<file path="config.mk">
export PLATFORM = sky130hd
export DESIGN_NAME = uart_rx_fifo_module
export DESIGN_NICKNAME = d
export VERILOG_FILES = /design/src/rtl/uart_rx_fifo_module.sv
export SDC_FILE = /design/constraint.sdc
export NUM_CORES = 1
export LEC_CHECK = 0
export CAP_MARGIN = 20
export CORE_MARGIN = 10
export CORE_UTILIZATION = 64
export DETAILED_ROUTE_END_ITERATION = 8
export PLACE_DENSITY = 0.95
export SYNTH_ARGS = -nofsm -noshare
export SYNTH_HDL_FRONTEND = slang
export SYNTH_SLANG_ARGS = --single-unit
</file>
<file path="constraint.sdc">
create_clock -name IN_CLOCK -period 3.2 [get_ports IN_CLOCK]
set_clock_uncertainty 0.05 [all_clocks]
set_input_delay 0.8 -clock IN_CLOCK [delete_from_list [all_inputs] [get_ports IN_CLOCK]]
set_output_delay 0.8 -clock IN_CLOCK [all_outputs]
set_load 0.02 [all_outputs]
</file>
<file path="src/rtl/uart_rx_fifo_module.sv">
// UART receiver feeding a power-of-two first-word-fall-through ring buffer.
// Each stored entry carries {frame_error, parity_error, data}. The consumer pops the
// head through a valid/request handshake; overflow is sticky until the buffer is cleared.
module uart_rx_fifo_module #(
  parameter int unsigned UART_BAUD_RATE           = 9600,
  parameter int unsigned CLOCK_FREQUENCY          = 38400,
  parameter int unsigned PARITY                   = 2,  // 0 none, 1 odd, 2 even
  parameter int unsigned NUM_OF_DATA_BITS_IN_PACK = 5,
  parameter int unsigned NUMBER_STOP_BITS         = 1,
  parameter int unsigned RX_FIFO_DEEP             = 4,
  parameter int unsigned RX_FIFO_DEEP_LOG_2       = $clog2(RX_FIFO_DEEP)
) (
  input  logic                                IN_CLOCK,
  input  logic                                IN_RESET_N,
  input  logic                                RX_PORT,
  input  logic                                IN_RX_CLEAR_BUFFER,
  input  logic                                IN_RD_REQ,
  output logic [NUM_OF_DATA_BITS_IN_PACK-1:0] OUT_RD_DATA,
  output logic                                OUT_RD_PARITY_ERROR,
  output logic                                OUT_RD_FRAME_ERROR,
  output logic                                OUT_RD_VALID,
  output logic [RX_FIFO_DEEP_LOG_2:0]         OUT_RX_NUM_OF_DATA_PACKS_READY,
  output logic                                OUT_RX_OVERFLOW,
  output logic                                OUT_RX_BUSY
);

  localparam int unsigned CLKS_PER_BIT = CLOCK_FREQUENCY / UART_BAUD_RATE;
  localparam int unsigned HALF_BIT     = CLKS_PER_BIT / 2;
  localparam int unsigned CNT_W        = $clog2(CLKS_PER_BIT + 1);
  localparam int unsigned DW           = NUM_OF_DATA_BITS_IN_PACK;
  localparam int unsigned EW           = DW + 2;
  localparam int unsigned PW           = RX_FIFO_DEEP_LOG_2;
  localparam int unsigned CW           = RX_FIFO_DEEP_LOG_2 + 1;

  localparam logic [CNT_W-1:0] HALF_LOAD = CNT_W'(HALF_BIT - 1);
  localparam logic [CNT_W-1:0] FULL_LOAD = CNT_W'(CLKS_PER_BIT - 1);
  localparam logic [3:0]       LAST_DATA = 4'(DW - 1);
  localparam logic [3:0]       LAST_STOP = 4'(NUMBER_STOP_BITS - 1);
  localparam logic [CW-1:0]    DEPTH_C   = CW'(RX_FIFO_DEEP);

  typedef enum logic [2:0] {
    StIdle,
    StStart,
    StData,
    StParity,
    StStop,
    StPush
  } rx_state_e;

  // ---------------------------------------------------------------------------
  // Input synchroniser
  // ---------------------------------------------------------------------------
  logic rx_meta_q, rx_sync_q;
  logic rx_fall;

  // Two flops, both preset to idle-high so reset release never looks like a start bit.
  always_ff @(posedge IN_CLOCK or negedge IN_RESET_N) begin
    if (!IN_RESET_N) begin
      rx_meta_q <= 1'b1;
      rx_sync_q <= 1'b1;
    end else begin
      rx_meta_q <= RX_PORT;
      rx_sync_q <= rx_meta_q;
    end
  end

  // The 1->0 transition is seen as it moves from the first to the second stage, so the
  // FSM reacts on the same edge that the second stage goes low (two cycles after RX_PORT).
  assign rx_fall = rx_sync_q & ~rx_meta_q;

  // ---------------------------------------------------------------------------
  // Receiver FSM
  // ---------------------------------------------------------------------------
  rx_state_e         state_q;
  logic [CNT_W-1:0]  clk_cnt_q;
  logic [3:0]        bit_cnt_q;
  logic [DW-1:0]     shift_q;
  logic              par_err_q;
  logic              frm_err_q;
  logic              busy_q;
  logic              tick;

  // A sample is taken on the edge where the bit-period counter has run down to zero.
  assign tick = (clk_cnt_q == '0);

  // Frame deserialisation with registered busy flag.
  always_ff @(posedge IN_CLOCK or negedge IN_RESET_N) begin
    if (!IN_RESET_N) begin
      state_q   <= StIdle;
      clk_cnt_q <= '0;
      bit_cnt_q <= '0;
      shift_q   <= '0;
      par_err_q <= 1'b0;
      frm_err_q <= 1'b0;
      busy_q    <= 1'b0;
    end else begin
      unique case (state_q)
        StIdle: begin
          if (rx_fall) begin
            state_q   <= StStart;
            clk_cnt_q <= HALF_LOAD;
            busy_q    <= 1'b1;
          end
        end

        StStart: begin
          if (tick) begin
            if (rx_sync_q) begin
              // Glitch rather than a start bit: abandon without pushing.
              state_q <= StIdle;
              busy_q  <= 1'b0;
            end else begin
              state_q   <= StData;
              clk_cnt_q <= FULL_LOAD;
              bit_cnt_q <= '0;
              par_err_q <= 1'b0;
              frm_err_q <= 1'b0;
            end
          end else begin
            clk_cnt_q <= clk_cnt_q - 1'b1;
          end
        end

        StData: begin
          if (tick) begin
            // LSB arrives first, so shift in from the top.
            shift_q   <= {rx_sync_q, shift_q[DW-1:1]};
            clk_cnt_q <= FULL_LOAD;
            if (bit_cnt_q == LAST_DATA) begin
              bit_cnt_q <= '0;
              state_q   <= (PARITY == 0) ? StStop : StParity;
            end else begin
              bit_cnt_q <= bit_cnt_q + 1'b1;
            end
          end else begin
            clk_cnt_q <= clk_cnt_q - 1'b1;
          end
        end

        StParity: begin
          if (tick) begin
            // Odd parity wants the XOR over data and parity bit to be 1, even wants 0.
            if (PARITY == 1) par_err_q <= ~(^shift_q ^ rx_sync_q);
            else             par_err_q <= ^shift_q ^ rx_sync_q;
            clk_cnt_q <= FULL_LOAD;
            state_q   <= StStop;
          end else begin
            clk_cnt_q <= clk_cnt_q - 1'b1;
          end
        end

        StStop: begin
          if (tick) begin
            if (!rx_sync_q) frm_err_q <= 1'b1;
            clk_cnt_q <= FULL_LOAD;
            if (bit_cnt_q == LAST_STOP) begin
              bit_cnt_q <= '0;
              state_q   <= StPush;
            end else begin
              bit_cnt_q <= bit_cnt_q + 1'b1;
            end
          end else begin
            clk_cnt_q <= clk_cnt_q - 1'b1;
          end
        end

        StPush: begin
          state_q <= StIdle;
          busy_q  <= 1'b0;
        end

        default: begin
          state_q <= StIdle;
          busy_q  <= 1'b0;
        end
      endcase
    end
  end

  // ---------------------------------------------------------------------------
  // Receive ring buffer
  // ---------------------------------------------------------------------------
  logic [EW-1:0] mem_q [RX_FIFO_DEEP];
  logic [PW-1:0] wr_ptr_q, wr_ptr_d;
  logic [PW-1:0] rd_ptr_q, rd_ptr_d;
  logic [CW-1:0] count_q, count_d;
  logic          ovf_q, ovf_d;
  logic          valid_q;
  logic [EW-1:0] head_q, head_d;
  logic [EW-1:0] wdata;
  logic          push;
  logic          pop_ok;
  logic          full;
  logic          do_write;

  assign push  = (state_q == StPush);
  assign wdata = {frm_err_q, par_err_q, shift_q};

  // Pointer/count bookkeeping and the head value that will be visible next cycle.
  always_comb begin
    pop_ok   = IN_RD_REQ && (count_q != '0);
    full     = (count_q == DEPTH_C);
    do_write = 1'b0;
    wr_ptr_d = wr_ptr_q;
    rd_ptr_d = rd_ptr_q;
    count_d  = count_q;
    ovf_d    = ovf_q;
    head_d   = '0;

    if (IN_RX_CLEAR_BUFFER) begin
      // Flush wins over any push or pop in the same cycle.
      wr_ptr_d = '0;
      rd_ptr_d = '0;
      count_d  = '0;
      ovf_d    = 1'b0;
    end else begin
      // A full buffer still accepts a push when the head is leaving in the same cycle.
      do_write = push && (!full || pop_ok);
      if (push && full && !pop_ok) ovf_d = 1'b1;
      if (do_write) wr_ptr_d = wr_ptr_q + 1'b1;
      if (pop_ok)   rd_ptr_d = rd_ptr_q + 1'b1;
      if (do_write && !pop_ok)      count_d = count_q + 1'b1;
      else if (!do_write && pop_ok) count_d = count_q - 1'b1;
    end

    // The new head may be the entry being written this very cycle (buffer was empty,
    // or its only entry is being popped), in which case it bypasses the memory.
    if (count_d == '0)                           head_d = '0;
    else if (do_write && (rd_ptr_d == wr_ptr_q)) head_d = wdata;
    else                                         head_d = mem_q[rd_ptr_d];
  end

  // Storage array; contents are don't-care until written, so no reset.
  always_ff @(posedge IN_CLOCK) begin
    if (do_write) mem_q[wr_ptr_q] <= wdata;
  end

  // Pointers, count, sticky overflow and registered head outputs.
  always_ff @(posedge IN_CLOCK or negedge IN_RESET_N) begin
    if (!IN_RESET_N) begin
      wr_ptr_q <= '0;
      rd_ptr_q <= '0;
      count_q  <= '0;
      ovf_q    <= 1'b0;
      valid_q  <= 1'b0;
      head_q   <= '0;
    end else begin
      wr_ptr_q <= wr_ptr_d;
      rd_ptr_q <= rd_ptr_d;
      count_q  <= count_d;
      ovf_q    <= ovf_d;
      valid_q  <= (count_d != '0);
      head_q   <= head_d;
    end
  end

  assign OUT_RD_DATA                    = head_q[DW-1:0];
  assign OUT_RD_PARITY_ERROR            = head_q[DW];
  assign OUT_RD_FRAME_ERROR             = head_q[DW+1];
  assign OUT_RD_VALID                   = valid_q;
  assign OUT_RX_NUM_OF_DATA_PACKS_READY = count_q;
  assign OUT_RX_OVERFLOW                = ovf_q;
  assign OUT_RX_BUSY                    = busy_q;

endmodule

</file>
Word level (Yosys, flattened, before mapping)
Memories as Yosys holds them, arrays and structs flattened.
Index checks and enable logic that the tools add are counted.
- add/sub/neg operators: 6
- equal/unequal tests: 19
- multiplexer cells: 45
- bitwise gates (word level): 4
- reduce and logical (&&, ||, !) cells: 32
- operators by type and width (cell ; count):
    two-way mux 3 bit ; 13
    two-way mux 4 bit ; 6
    inequality test 2 bit (second input constant) ; 10
    case mux 3 bit (5 select lines) ; 1
    two-way mux 7 bit ; 2
    two-way mux 1 bit ; 13
    case mux 4 bit (3 select lines) ; 1
    nonzero test 3 bit ; 4
    two-way mux 2 bit ; 5
    AND reduction 5 bit ; 2
    equality test 3 bit (second input constant) ; 3
    logical NOT 3 bit ; 3
    case mux 3 bit (3 select lines) ; 1
    AND reduction 4 bit ; 2
    nonzero test 2 bit ; 4
    logical AND 1 bit ; 7
    AND reduction 7 bit ; 1
    equality test 3 x 2 -> 1 bit (second input constant) ; 2
    subtractor 3 x 1 -> 3 bit (second input constant) ; 2
    XOR reduction 5 bit ; 1
    adder 2 x 1 -> 2 bit (second input constant) ; 2
    adder 4 x 1 -> 4 bit (second input constant) ; 1
    equality test 4 x 3 -> 1 bit (second input constant) ; 1
    logical NOT 4 bit ; 1
    other kinds (14) ; 18
- register bits after elaboration: 36
- bits in writable memories: 28
- input bits: 5
- output and inout port bits: 13
- word-level logic and storage cells: 122
- memories kept: 1
- memories (name ; depth ; width ; read ports ; clocked after memory_dff ; wr ports ; line ; RTL):
    mem_q ; 4 ; 7 ; 1 ; 0 ; 1 ; 183 ; logic [EW-1:0] mem_q [RX_FIFO_DEEP];

Depth between registers and ports, before layout
Gate-level depths: netlist (run 1).
- word-level depth: 11
- depth in mapped cells: 10
- depth with buffers taken out: 8

Least setup slack after synthesis (run 1)
No wires, ideal clock.
- kind: input to register
- from: input port IN_RX_CLEAR_BUFFER
- to: register head_q[4]
- library setup time: 134 ps
- arrival time: 2168 ps
- data required time: 3016 ps
- path slack: 848 ps
- cell stages on the path: 9
- path buffers: 3
- path through: buf_4 > nor2_1 > nand4_2 > and2_1 > buf_6 > buf_8 > a221o_1 > o211ai_1 > a21oi_1
- cells in the longest elaborated chain, start to end: 5
- elaborated cells between the ends (all ways): 9
- classes of those cells: eq/ne (1); mux (5); reduce/logical (2); memory (1)
- ends and longest elaborated chain (what ; line ; RTL):
    start: declaration ; 16 ; input logic IN_RX_CLEAR_BUFFER,
    branches (longest 4 deep; another with memory (4 x 7 bit)) ; -- ;
    two-way mux 7 bit (*) ; 228 ; if (count_d == '0) head_d = '0;
    via head_d[4] ; 189 ; logic [EW-1:0] head_q, head_d;
    end signal: assignment ; 246 ; head_q <= '0;
    end signal: assignment ; 253 ; head_q <= head_d;
    end: declaration ; 189 ;
Mark *: on every way through the listed nets, which the timed path passes.
A chain may end at the register's enable or synchronous reset.

Worst setup path after layout (run 1)
- from: input port IN_RD_REQ
- to: register head_q[3]
- cells in the longest elaborated chain, start to end: 10
- elaborated cells between the ends (all ways): 19
- classes of those cells: eq/ne (1); mux (8); reduce/logical (9); memory (1)
- ends and longest elaborated chain (what ; line ; RTL):
    start: declaration ; 17 ; input logic IN_RD_REQ,
    logical AND 1 bit (*) ; 201 ; pop_ok = IN_RD_REQ && (count_q != '0);
    logical OR 1 bit ; 218 ; do_write = push && (!full || pop_ok);
    logical AND 1 bit ; 218 ;
    logical NOT 1 bit ; 223 ; else if (!do_write && pop_ok) count_d = count_q - 1'b1;
    logical AND 1 bit ; 223 ;
    two-way mux 3 bit ; 223 ;
    two-way mux 3 bit ; 222 ; if (do_write && !pop_ok) count_d = count_q + 1'b1;
    two-way mux 3 bit ; 210 ; if (IN_RX_CLEAR_BUFFER) begin
    logical NOT 3 bit ; 228 ;
    two-way mux 7 bit (*) ; 228 ;
    via head_d[3] ; 189 ;
Mark *: on every way through the listed nets, which the timed path passes. The rest lies on a longest branch.

==> results of run 1 <==
power groups by stage:
stage               combinational (mW)  sequential [mW]  clock [mW]
finish                            1.06             1.22       0.644
global route                      1.17             1.25       0.705
CTS                               1.06             1.21       0.656
detailed placement                1.04             1.23           0
global placement                  1.01             1.22           0
floorplan                        0.776             1.22           0
per-stage QoR:
stage | cells | worst slack, ns | power, mW
after CTS | 364 | 0.463 | 2.93
after floorplan | 274 | 0.848 | 1.99
after global routing | 364 | 0.270 | 3.12
final | 364 | 0.421 | 2.92
after detailed placement | 348 | 0.118 | 2.28
after global placement | 348 | 0.226 | 2.23
layout make-up:
type / count / area share [%]
Inverter: 21 / 2.25
Sequential cell: 64 / 49.9
Timing Repair Buffer: 19 / 5.15
Clock inverter: 3 / 1.22
Multi-Input combinational cell: 177 / 35.1
Tap cell: 67 / 2.40
Clock buffer: 13 / 3.97
logic make-up after synthesis:
group	count (synthesis)	share of synthesized area, %
simple gates	77	13.1
compound gates	68	15.2
flops	64	55.9
buf+inv	33	4.81
mux	11	3.85
fa+ha+maj	11	4.41
xor+xnor	10	2.81
path summary, 6_finish.rpt:
| path | start | end | slack (ns) | cells after the start |
|---|---|---|---|---|
| hold reg to reg | rx_meta_q$_DFF_PN1_ | rx_sync_q$_DFF_PN1_ | 0.33 | 0 |
| setup / recovery | IN_RD_REQ | head_q[3]$_DFF_PN0_ | 0.42 | 7 |
| hold / removal | rx_meta_q$_DFF_PN1_ | rx_sync_q$_DFF_PN1_ | 0.33 | 0 |
| max in group asynchronous | IN_RESET_N | state_q[0]$_DFFE_PN0P_ | 2.10 | 1 |
| min in group asynchronous | IN_RESET_N | head_q[2]$_DFF_PN0_ | 0.50 | 1 |
| setup reg to reg | OUT_RX_NUM_OF_DATA_PACKS_READY[0]$_DFF_PN0_ | head_q[3]$_DFF_PN0_ | 0.66 | 8 |
state kept, by name (all words and copies together), names as in the netlist, 2 cells and up:
signal	count
wr_ptr_q	2
shift_q	5
bit_cnt_q	4
mem_q	28
state_q	3
OUT_RX_NUM_OF_DATA_PACKS_READY	3
rd_ptr_q	2
head_q	7
clk_cnt_q	3
layer usage:
metal  global-route usage [%]  part of all wire (%)
met2                     23.5                    49
met5                        0                     0
met1                     16.7                    43
met3                     4.82                   5.8
met4                     8.09                   2.4
placed cells by master (no fill, tap or decap), types with 4 or more instances in the layout:
master           synthesis  routed
a21oi_1                 18      18
a221o_1                  7       7
and2_1                   7       7
clkbuf_1                 6       4
clkbuf_8                 0       9
clkdlybuf4s50_1          0      16
dfrtp_1                 34      34
edfxtp_1                28      28
ha_1                    11      11
inv_1                   19      19
mux2_2                   8       8
nand2_1                  7       7
nand2b_1                 9       9
nand3_1                 18      18
nor2_1                  19      19
nor3_1                   4       4
o211ai_1                16      16
o21ai_0                 13      13
xnor2_1                  7       7
worst max-delay path: cells and delay by family:
family | cells | cell delay (ns)
AOI/OAI and AO/OA | 4 | 0.96
buffers and inverters | 2 | 0.66
and+or+nand+nor | 1 | 0.56
==> impl_metrics.toml, run 1 <==
[timing]
slew_headroom_pct = 47.7
worstMarginPinSlew_ns = 0.784
finalSetupTns_ns = 0
timing.fmax_mhz = 360
period_share_pct = 86.8
hold_viol_final = 0
timing.final.max_slew_violations = 0
fin_crit_ns = 2.78
final-setup-viol-count = 0
whs_ns = 0.327
rsz0062_at_grt = "false"

[floorplanning]
design.core.area_mm2 = 0.00472
dieArea_mm2 = 0.00807
start_util_pct = 66.1
num_rows = 25
io_pins = 18
dieHeight_um = 89.8
die_x_um = 89.8

[critical_path]
crit_fanout = 15
path_cells = "clkdlybuf4s50_1, inv_2, o311ai_4, and2_1, a221o_1, o211ai_1, a21oi_1"
crit_path_start_kind = "primary input"
crit_type = "in2reg"
end_kind = "flop"
max_stage_delay_ns = 0.57
required_ns = 3.40
cpMaxStageDelayCell = "clkdlybuf4s50_1"
crit_arrival_ns = 2.98

[logic_synthesis]
ys_ff_latch = 64
synth_warnings = 0
ys_types = 49
ys_seq_area_share_pct = 55.9
synth.area.top_cells = "dfrtp_1 (27%), edfxtp_1 (27%), ha_1 (4.4%)"
avgSynthCellArea_um2 = 11.4
synth_common_cells = "dfrtp_1 (34), edfxtp_1 (28), inv_1 (19), nor2_1 (19)"
synth_most_common_cell = "dfrtp_1"
synth_top_area_cell = "dfrtp_1"
netlist_area_mm2 = 0.00312
async_flop_share_pct = 56.3
synth_edf_count = 28
synthCells = 274
synth_top_area_share_pct = 27.3
syn-num-nets = 290
ys.flop_type = "dfrtp_1"

[power]
cellPowerDensity_mw_per_mm2 = 837
swShare_pct = 36.8
cellLeakagePower_nw = 1.42
combPwrFrac_pct = 36.4
irDropWorstVdd_v = 0.000492
internal-power_mw = 1.85
p_sw_mw = 1.08
clock_power_share_pct = 22.0
p_seq_share_pct = 41.6

[layout]
area_growth_syn_to_layout_pct = 12.0
final_core_util_pct = 74.0
finalNetCount = 308
diodes = 0
final_cell_area_mm2 = 0.00350
fillCellCount = 306
multi_input_area_mm2 = 0.00123
ff_latch_area_mm2 = 0.00174
layout-drive-gt1-share_pct = 10.4

[global_route]
grt_max_degree = 37
grt_pass1_vias = 2169
antenna_found_initial = 0
grt_usage_pct = 14.6
gr-total-overflow = 0
grt_pass1_wl_mm = 9.68

[placement]
io_buffers = 17
dpl_cell_area_mm2 = 0.00331
place.gp.congestion = 0.868
dp_hpwl_mm = 3.99

[clock_tree]
clock-sinks = 64
htreeDepth = 3
cts_tree = "yes"
cts.clk_slew.worst_paths_ns = 0.07
insertion_delay_ns = 0.33
cts_resized = 0
cts_setup_buffers = 0
numCtsBuffers = 9
clock_path_buffers = 2
cts_hold_buf = 0
cts-root-buf = "clkbuf_8"

[job]
max-cap-violations = 0

[min_path]
hold_path_class = "reg2reg"

[route]
dr.first_iter.drc_count = 146
drc = 0
drtAntennaViolNets = 0
num_vias = 2146
drtPass1Iterations = 5
via_per_inst = 5.90
post_drt_wl_per_cell_um = 15.5
drt_wl_total_mm = 5.66

[outcome]
outcome = "completed"
(Power assumes the default switching activity.)
==> run 2, diff against run 1 <==
- CORE_UTILIZATION: 64 -> 45
- CTS_CLUSTER_SIZE: unset -> 24
- PLACE_DENSITY: 0.95 -> 0.73
==> run 2 against run 1 <==
Net effect:
- register-to-register slack gained 0.16 ns
- combinational power is essentially flat
- first-iteration DRC count shrank 53%
- fmax grew 6.3%
- critical endpoint is now head_q[6]$_DFF_PN0_
- largest power group unchanged
==> impl_metrics.toml, run 2 (synthesized netlist as in run 1, its figures left out) <==
[critical_path]
crit_family = "buffers and inverters"
cp_num_buf_inv = 2
crit_path_start_kind = "primary input"
required_ns = 3.36
crit_arrival_ns = 2.77
path_cells = "clkdlybuf4s50_1, clkinv_1, o211ai_1, and2_1, o211ai_1, o211ai_1, a21oi_1"
cpMostUsedCell = "o211ai_1"
cpMaxStageDelayCell = "clkdlybuf4s50_1"
max_stage_delay_ns = 0.57
crit_type = "in2reg"
end_kind = "flop"
crit_fanout = 15

[global_route]
grt_usage_pct = 12.0
gr-total-overflow = 0
antenna_found_initial = 0
grt_max_degree = 37
grt_pass1_wl_mm = 9.94
grt_pass1_vias = 2060

[clock_tree]
cts_tree = "yes"
clock_path_buffers = 2
insertion_delay_ns = 0.34
htreeDepth = 3
cts-root-buf = "clkbuf_8"
numCtsBuffers = 9
cts_hold_buf = 0
cts.clk_slew.worst_paths_ns = 0.07
cts_setup_buffers = 0
cts_resized = 0
clock-sinks = 64

[floorplanning]
start_util_pct = 46.2
die_x_um = 103
io_pins = 18
num_rows = 30
dieArea_mm2 = 0.0107
dieHeight_um = 103
design.core.area_mm2 = 0.00676

[route]
dr.first_iter.drc_count = 69
drt_wl_total_mm = 5.88
num_vias = 2116
drc = 0
drtAntennaViolNets = 0
post_drt_wl_per_cell_um = 15.5
drtPass1Iterations = 4
via_per_inst = 5.57

[layout]
layout-drive-gt1-share_pct = 12.0
final_core_util_pct = 52.8
layout_common_cells = "dfrtp_1 (34), edfxtp_1 (28), inv_1 (19), nor2_1 (19)"
layout_commonest_cell = "dfrtp_1"
regMostFlops = "mem_q"
largest_reg_flops = 28
top_regs = "mem_q: 28 flops, head_q: 7 flops, shift_q: 5 flops"
area_growth_syn_to_layout_pct = 14.2
diodes = 0
finalNetCount = 311

[placement]
place.gp.congestion = 0.818
place_ws_ns = 0.254
io_buffers = 17
dp_hpwl_mm = 4.01

[outcome]
outcome = "completed"

[timing]
period_share_pct = 81.7
hold_viol_final = 0
timing.final.max_slew_violations = 0
fin_crit_ns = 2.61
final-setup-viol-count = 0
worstMarginPinSlew_ns = 0.819
worst_slack_ns = 0.586
rsz0062_at_grt = "false"
finalSetupTns_ns = 0
timing.fmax_mhz = 383
slew_headroom_pct = 45.4

[min_path]
hold_path_class = "reg2reg"

[power]
cellLeakagePower_nw = 1.45
cellPowerDensity_mw_per_mm2 = 848
irDropWorstVdd_v = 0.000428

[job]
max-cap-violations = 0
[run 2: cell count changes in the layout (fill, tap and decap cells not counted), sizes merged]
| cell | previous run | this run |
|---|---|---|
| bufinv | 1 | 2 |
| clkinv | 2 | 3 |
| buf | 3 | 6 |
| clkbuf | 13 | 11 |
[run 2: path summary, 6_finish.rpt]
| check | from | end | cells past startpoint | slack, ns |
|---|---|---|---|---|
| worst max register to register | OUT_RX_NUM_OF_DATA_PACKS_READY[0]$_DFF_PN0_ | head_q[5]$_DFF_PN0_ | 8 | 0.82 |
| max in group asynchronous | IN_RESET_N | shift_q[1]$_DFFE_PN0P_ | 1 | 2.08 |
| worst max-delay path | IN_RX_CLEAR_BUFFER | head_q[6]$_DFF_PN0_ | 7 | 0.59 |
| min in group asynchronous | IN_RESET_N | OUT_RD_VALID$_DFF_PN0_ | 1 | 0.50 |
| worst min-delay path | rx_meta_q$_DFF_PN1_ | rx_sync_q$_DFF_PN1_ | 0 | 0.33 |
| worst min register to register | rx_meta_q$_DFF_PN1_ | rx_sync_q$_DFF_PN1_ | 0 | 0.33 |
[run 2: cell type report]
cell class,count,area [µm²]
fillers,571,3190
flip-flops and latches,64,1740
multi-input cells,177,1230
repair buffers,22,203
clock buffers,11,131
well taps,80,100
clock inverters,5,81.3
inverters,21,78.8
[run 2: report_power, final]
group | total, mW | switching [mW] | internal [mW]
sequential | 1.21 | 0.175 | 1.03
clock | 0.740 | 0.301 | 0.439
combinational | 1.08 | 0.614 | 0.465
total | 3.02 | 1.09 | 1.93
[run 2: layer usage]
layer / routed length [µm] / vias to the layer above / global-route usage [%]
li1: - / 1038 / -
met3: 281 / 9 / 4.32
met4: 87 / 0 / 4.49
met1: 2710 / 1027 / 14.5
met5: 0 / - / 0
met2: 2800 / 42 / 19.1
[run 2: stage by stage]
step	std cells	total power, mW	instance area, µm²	hold WS, ns
5_1_grt	380	3.23	3570	0.335
3_5_place_dp	364	2.30	3350	0.318
6_report	380	3.02	3570	0.326
2_1_floorplan	274	1.99	3120	0.311
4_1_cts	380	3.05	3570	0.328
3_3_place_gp	364	2.26	3350	0.318
==> run 3, diff against run 2 <==
- PLACE_DENSITY: 0.73 -> 0.75
- clock period: 3.2 -> 2.2 ns (I/O delays scaled with it)
==> run 3 against run 2 <==
Net effect:
- non-clock buffer count rose by 20
- cell area rose by 5.7%
- core utilization rose by 3.0 points
- global-route usage fell by 0.28 points
- first-iteration DRC count rose to 2.6 times the previous value
- setup slack got worse by 0.52 ns
- largest cell class unchanged
==> impl_metrics.toml, run 3 (synthesized netlist as in run 1, its figures left out) <==
[outcome]
outcome = "completed"

[floorplanning]
dieArea_mm2 = 0.0107
io_pins = 18
design.core.area_mm2 = 0.00676
start_util_pct = 46.2
die_x_um = 103
num_rows = 30
dieHeight_um = 103

[placement]
dp_hpwl_mm = 4.09
io_buffers = 17
place_ws_ns = -0.221
place.gp.congestion = 0.768
place_inst = 384

[critical_path]
crit_path_start_kind = "flop"
crit_arrival_ns = 2.34
max_stage_delay_ns = 0.40
path_cells = "inv_1, ha_2, nor2b_4, nor3_1, buf_4, mux2_2, a221oi_2, a21oi_2, a21oi_1"
required_ns = 2.41
cpMaxStageDelayCell = "dfrtp_2"
rr_worst_depth = 9
crit_type = "reg2reg"
crit_fanout = 8
end_kind = "flop"
ff2ff_setup_slack_ns = 0.07
r2r-end = "head_q[2]$_DFF_PN0_"
r2r_start = "OUT_RX_NUM_OF_DATA_PACKS_READY[0]$_DFF_PN0_"

[layout]
regMostFlops = "mem_q"
layout-drive-gt1-share_pct = 19.4
finalNetCount = 331
final_cell_count_no_fill = 400
layout_common_cells = "dfrtp_1 (33), edfxtp_1 (28), buf_4 (21), inv_1 (19), nor2_1 (19)"
top_regs = "mem_q: 28 flops, head_q: 7 flops, shift_q: 5 flops"
diodes = 0
area_growth_syn_to_layout_pct = 20.7
largest_reg_flops = 28
layout_commonest_cell = "dfrtp_1"

[clock_tree]
cts.clk_slew.worst_paths_ns = 0.08
clock-sinks = 64
insertion_delay_ns = 0.35
htreeDepth = 3
cts_hold_buf = 0
clock_path_buffers = 2
numCtsBuffers = 9
cts_tree = "yes"
cts-root-buf = "clkbuf_8"

[global_route]
grt_usage_pct = 11.7
grt_pass1_vias = 2107
antenna_found_initial = 0
gr-total-overflow = 0
grt_max_degree = 27
grt_pass1_wl_mm = 9.75

[timing]
worstMarginPinSlew_ns = 0.595
fin_crit_ns = 2.13
final-setup-viol-count = 0
timing.fmax_mhz = 469
hold_viol_final = 0
rsz0062_at_grt = "false"
whs_ns = 0.160
timing.final.max_slew_violations = 0
period_share_pct = 96.8
worst_slack_ns = 0.0697
slew_headroom_pct = 60.3

[route]
drtPass1Iterations = 4
drc = 0
via_per_inst = 5.38
num_vias = 2151
drt_wl_total_mm = 5.87
drtAntennaViolNets = 0
post_drt_wl_per_cell_um = 14.7
dr.first_iter.drc_count = 182

[power]
irDropWorstVdd_v = 0.000695
cellPowerDensity_mw_per_mm2 = 1200
cellLeakagePower_nw = 1.56
swShare_pct = 36.4
combPwrFrac_pct = 40.8
internal-power_mw = 2.87
power.total_mw = 4.52
p_seq_share_pct = 37.3
clock_power_share_pct = 21.9
p_sw_mw = 1.65

[job]
max-cap-violations = 0

[min_path]
hold_path_class = "in2async"
## run 3: worst max-delay path: cells and delay by family, from the launching register on
kind | cells | cell delay, ns
AO/OA/AOI/OAI | 3 | 0.60
multiplexers | 1 | 0.28
flip-flops | 1 | 0.40
AND/OR/NAND/NOR | 2 | 0.27
adder cells (fa/ha/maj) | 1 | 0.22
buffers and inverters | 2 | 0.23
## run 3: metal layers
metal	up-vias	GRT usage, %	share of wire (%)
met4	0	5.03	1.3
li1	1082	-	-
met2	40	18.4	49
met5	-	0	0
met1	1023	14.3	46
met3	6	3.92	4.5
## run 3: through the flow
| stage | instance area, µm² | utilization [%] | setup TNS, ns |
|---|---|---|---|
| global placement | 3550 | 52.6 | -3.85 |
| detailed placement | 3550 | 52.6 | -5.31 |
| global route | 3770 | 55.8 | 0 |
| floorplan | 3120 | - | 0 |
| finish | 3770 | 55.8 | 0 |
| CTS | 3760 | 55.6 | 0 |
## run 3: what timing repair did
action | CTS | global route
setup buffers | 0 | 0
gates resized for setup | 1 | 3
setup endpoints to repair | 6 | 7
## run 3: area by class of cell
type	count	area, µm²
Clock buffer	9	124
Inverter	21	78.8
Tap cell	80	100
Sequential cell	64	1750
Clock inverter	7	72.6
Fill cell	576	2990
Multi-Input combinational cell	177	1240
Timing Repair Buffer	42	403
## run 3: power by group through the flow
stage               sequential [mW]  clock (mW)  combinational, mW
global placement               1.70           0               1.75
global route                   1.73        1.07               2.03
detailed placement             1.71           0               1.79
floorplan                      1.77           0               1.13
CTS                            1.69        1.02               1.82
finish                         1.69       0.991               1.84
## run 3: worst max-delay path by stage
stage / startpoint / endpoint / slack, ns / cells past startpoint
2_1_floorplan: OUT_RX_NUM_OF_DATA_PACKS_READY[1]$_DFF_PN0_ / head_q[4]$_DFF_PN0_ / 0.01 / 10
3_3_place_gp: IN_RD_REQ / head_q[2]$_DFF_PN0_ / -0.15 / 7
3_5_place_dp: IN_RD_REQ / head_q[2]$_DFF_PN0_ / -0.22 / 7
4_1_cts: OUT_RX_NUM_OF_DATA_PACKS_READY[0]$_DFF_PN0_ / head_q[2]$_DFF_PN0_ / 0.001 / 9
5_1_grt: OUT_RX_NUM_OF_DATA_PACKS_READY[1]$_DFF_PN0_ / head_q[2]$_DFF_PN0_ / 0.002 / 9
6_report: OUT_RX_NUM_OF_DATA_PACKS_READY[0]$_DFF_PN0_ / head_q[2]$_DFF_PN0_ / 0.07 / 9
==> RTL edit (config.mk and constraints of run 3) <==
Compare `bit_cnt_q` against `LAST_DATA` with >= in place of ==.
--- a/src/rtl/uart_rx_fifo_module.sv
+++ b/src/rtl/uart_rx_fifo_module.sv
@@ -127,5 +127,5 @@
             shift_q   <= {rx_sync_q, shift_q[DW-1:1]};
             clk_cnt_q <= FULL_LOAD;
-            if (bit_cnt_q == LAST_DATA) begin
+            if (bit_cnt_q >= LAST_DATA) begin
               bit_cnt_q <= '0;
               state_q   <= (PARITY == 0) ? StStop : StParity;
Formal check against the unedited RTL: no difference found for any inputs over 10 cycles, from zero or initial values and one cycle with IN_RESET_N low; that may be too few to reach the edited logic, so the function may still have changed.
==> RTL edit against run 3 <==
  * Total power increased by 1.1%
  * Global-route usage grew 0.50 points
  * Cell area about the same
  * Combinational power up 4%
  * Maximum frequency grew 2.7%
  * Via count up 1.4%
  * Area after synthesis increased by 0.40%
  * Clock power fell by 5.5%
  * Sequential share of layout area hardly changed
  * Count of clock-buffer cells in the layout rose by 2
  * Critical path depth fell by 1
  * Setup slack improved by 0.057 ns
  * Wire length is 2.5% higher
  * Sequential cell count stayed put
==> RTL edit: results <==
{
  "drt-total-wl_um": 6010,
  "grt_start_max_net_pins": 37,
  "place_area_mm2": 0.00355,
  "yosys-mux-area-fraction_pct": 3.15,
  "synth_commonest_cells": "34 x dfrtp_1, 28 x edfxtp_1, 20 x inv_1, 20 x nor2_1, 17 x nand3_1",
  "timing.hold.ws_ns": 0.249,
  "clk_latency_ns": 0.33,
  "grt_first_pass_wirelength_um": 10100,
  "synth_xor_area_share_pct": 2.79,
  "p_leak_nw": 1.55,
  "cts_resized": 0,
  "rrSetupSlack_ns": 0.15,
  "synth_area_leaders": "dfrtp_1 27%, edfxtp_1 27%, ha_1 4.4%, o211ai_1 3.6%, nand3_1 2.7%",
  "clock.fmax_mhz": 482,
  "crit_arrival_ns": 2.23,
  "outcome": "finished clean",
  "worst_slew_pin_slew_ns": 0.787,
  "synthAdderAreaFrac_pct": 4.39,
  "synth_cell_type_count": 54,
  "nNetsFinal": 329,
  "peakVddDrop_v": 0.000837,
  "place_congestion": 0.812,
  "dp_hpwl_um": 4300,
  "synth-compound-area-share_pct": 16.4,
  "grt_pass1_vias": 2144,
  "drive_above_1_share_pct": 18.9
}
[RTL edit: layout make-up]
class	instances	area [um^2]
Tap cell	96	120
Clock buffer	11	131
Inverter	22	82.6
Clock inverter	5	50.0
Fill cell	565	3030
Sequential cell	64	1750
Timing Repair Buffer	41	383
Multi-Input combinational cell	175	1250
[RTL edit: per-layer routing]
| metal | wire length (um) | global-route usage (%) |
|---|---|---|
| met5 | 0 | 0 |
| met1 | 2670 | 14.2 |
| met3 | 276 | 4.65 |
| met2 | 2980 | 19.9 |
| met4 | 89 | 4.49 |
[RTL edit: per-stage QoR]
stage          power (mW)  util [%]  TNS [ns]  std cells
6_report             4.57      55.5         0        414
5_1_grt              4.89      55.5         0        414
4_1_cts              4.51      54.9         0        413
3_5_place_dp         3.55      52.2     -4.72        397
3_3_place_gp         3.49      52.2     -3.91        397
2_1_floorplan        2.98         -         0        275
[RTL edit: where the power goes]
part           switching [mW]  leakage (nW)  internal, mW
combinational            1.04         0.725         0.871
clock                   0.420        0.0968         0.516
sequential              0.213         0.725          1.51
[RTL edit: worst paths after layout]
kind | start | endpoint | cells past startpoint
min in group IN_CLOCK | rx_meta_q | rx_sync_q | 0
setup / recovery | IN_RD_REQ | head_q[5] | 8
max in group asynchronous | IN_RESET_N | OUT_RX_NUM_OF_DATA_PACKS_READY[0] | 1
hold reg to reg | rx_meta_q | rx_sync_q | 0
setup reg to reg | OUT_RX_NUM_OF_DATA_PACKS_READY[0] | head_q[2] | 9
hold / removal | IN_RESET_N | OUT_RX_BUSY | 1
[RTL edit: critical path, cell delays in order]
cell and delay (ns):
clkdlybuf4s50_1 0.49, inv_2 0.07, o211a_2 0.27, buf_4 0.14
nor2_1 0.21, a221oi_2 0.10, a21oi_2 0.32, a21oi_1 0.08
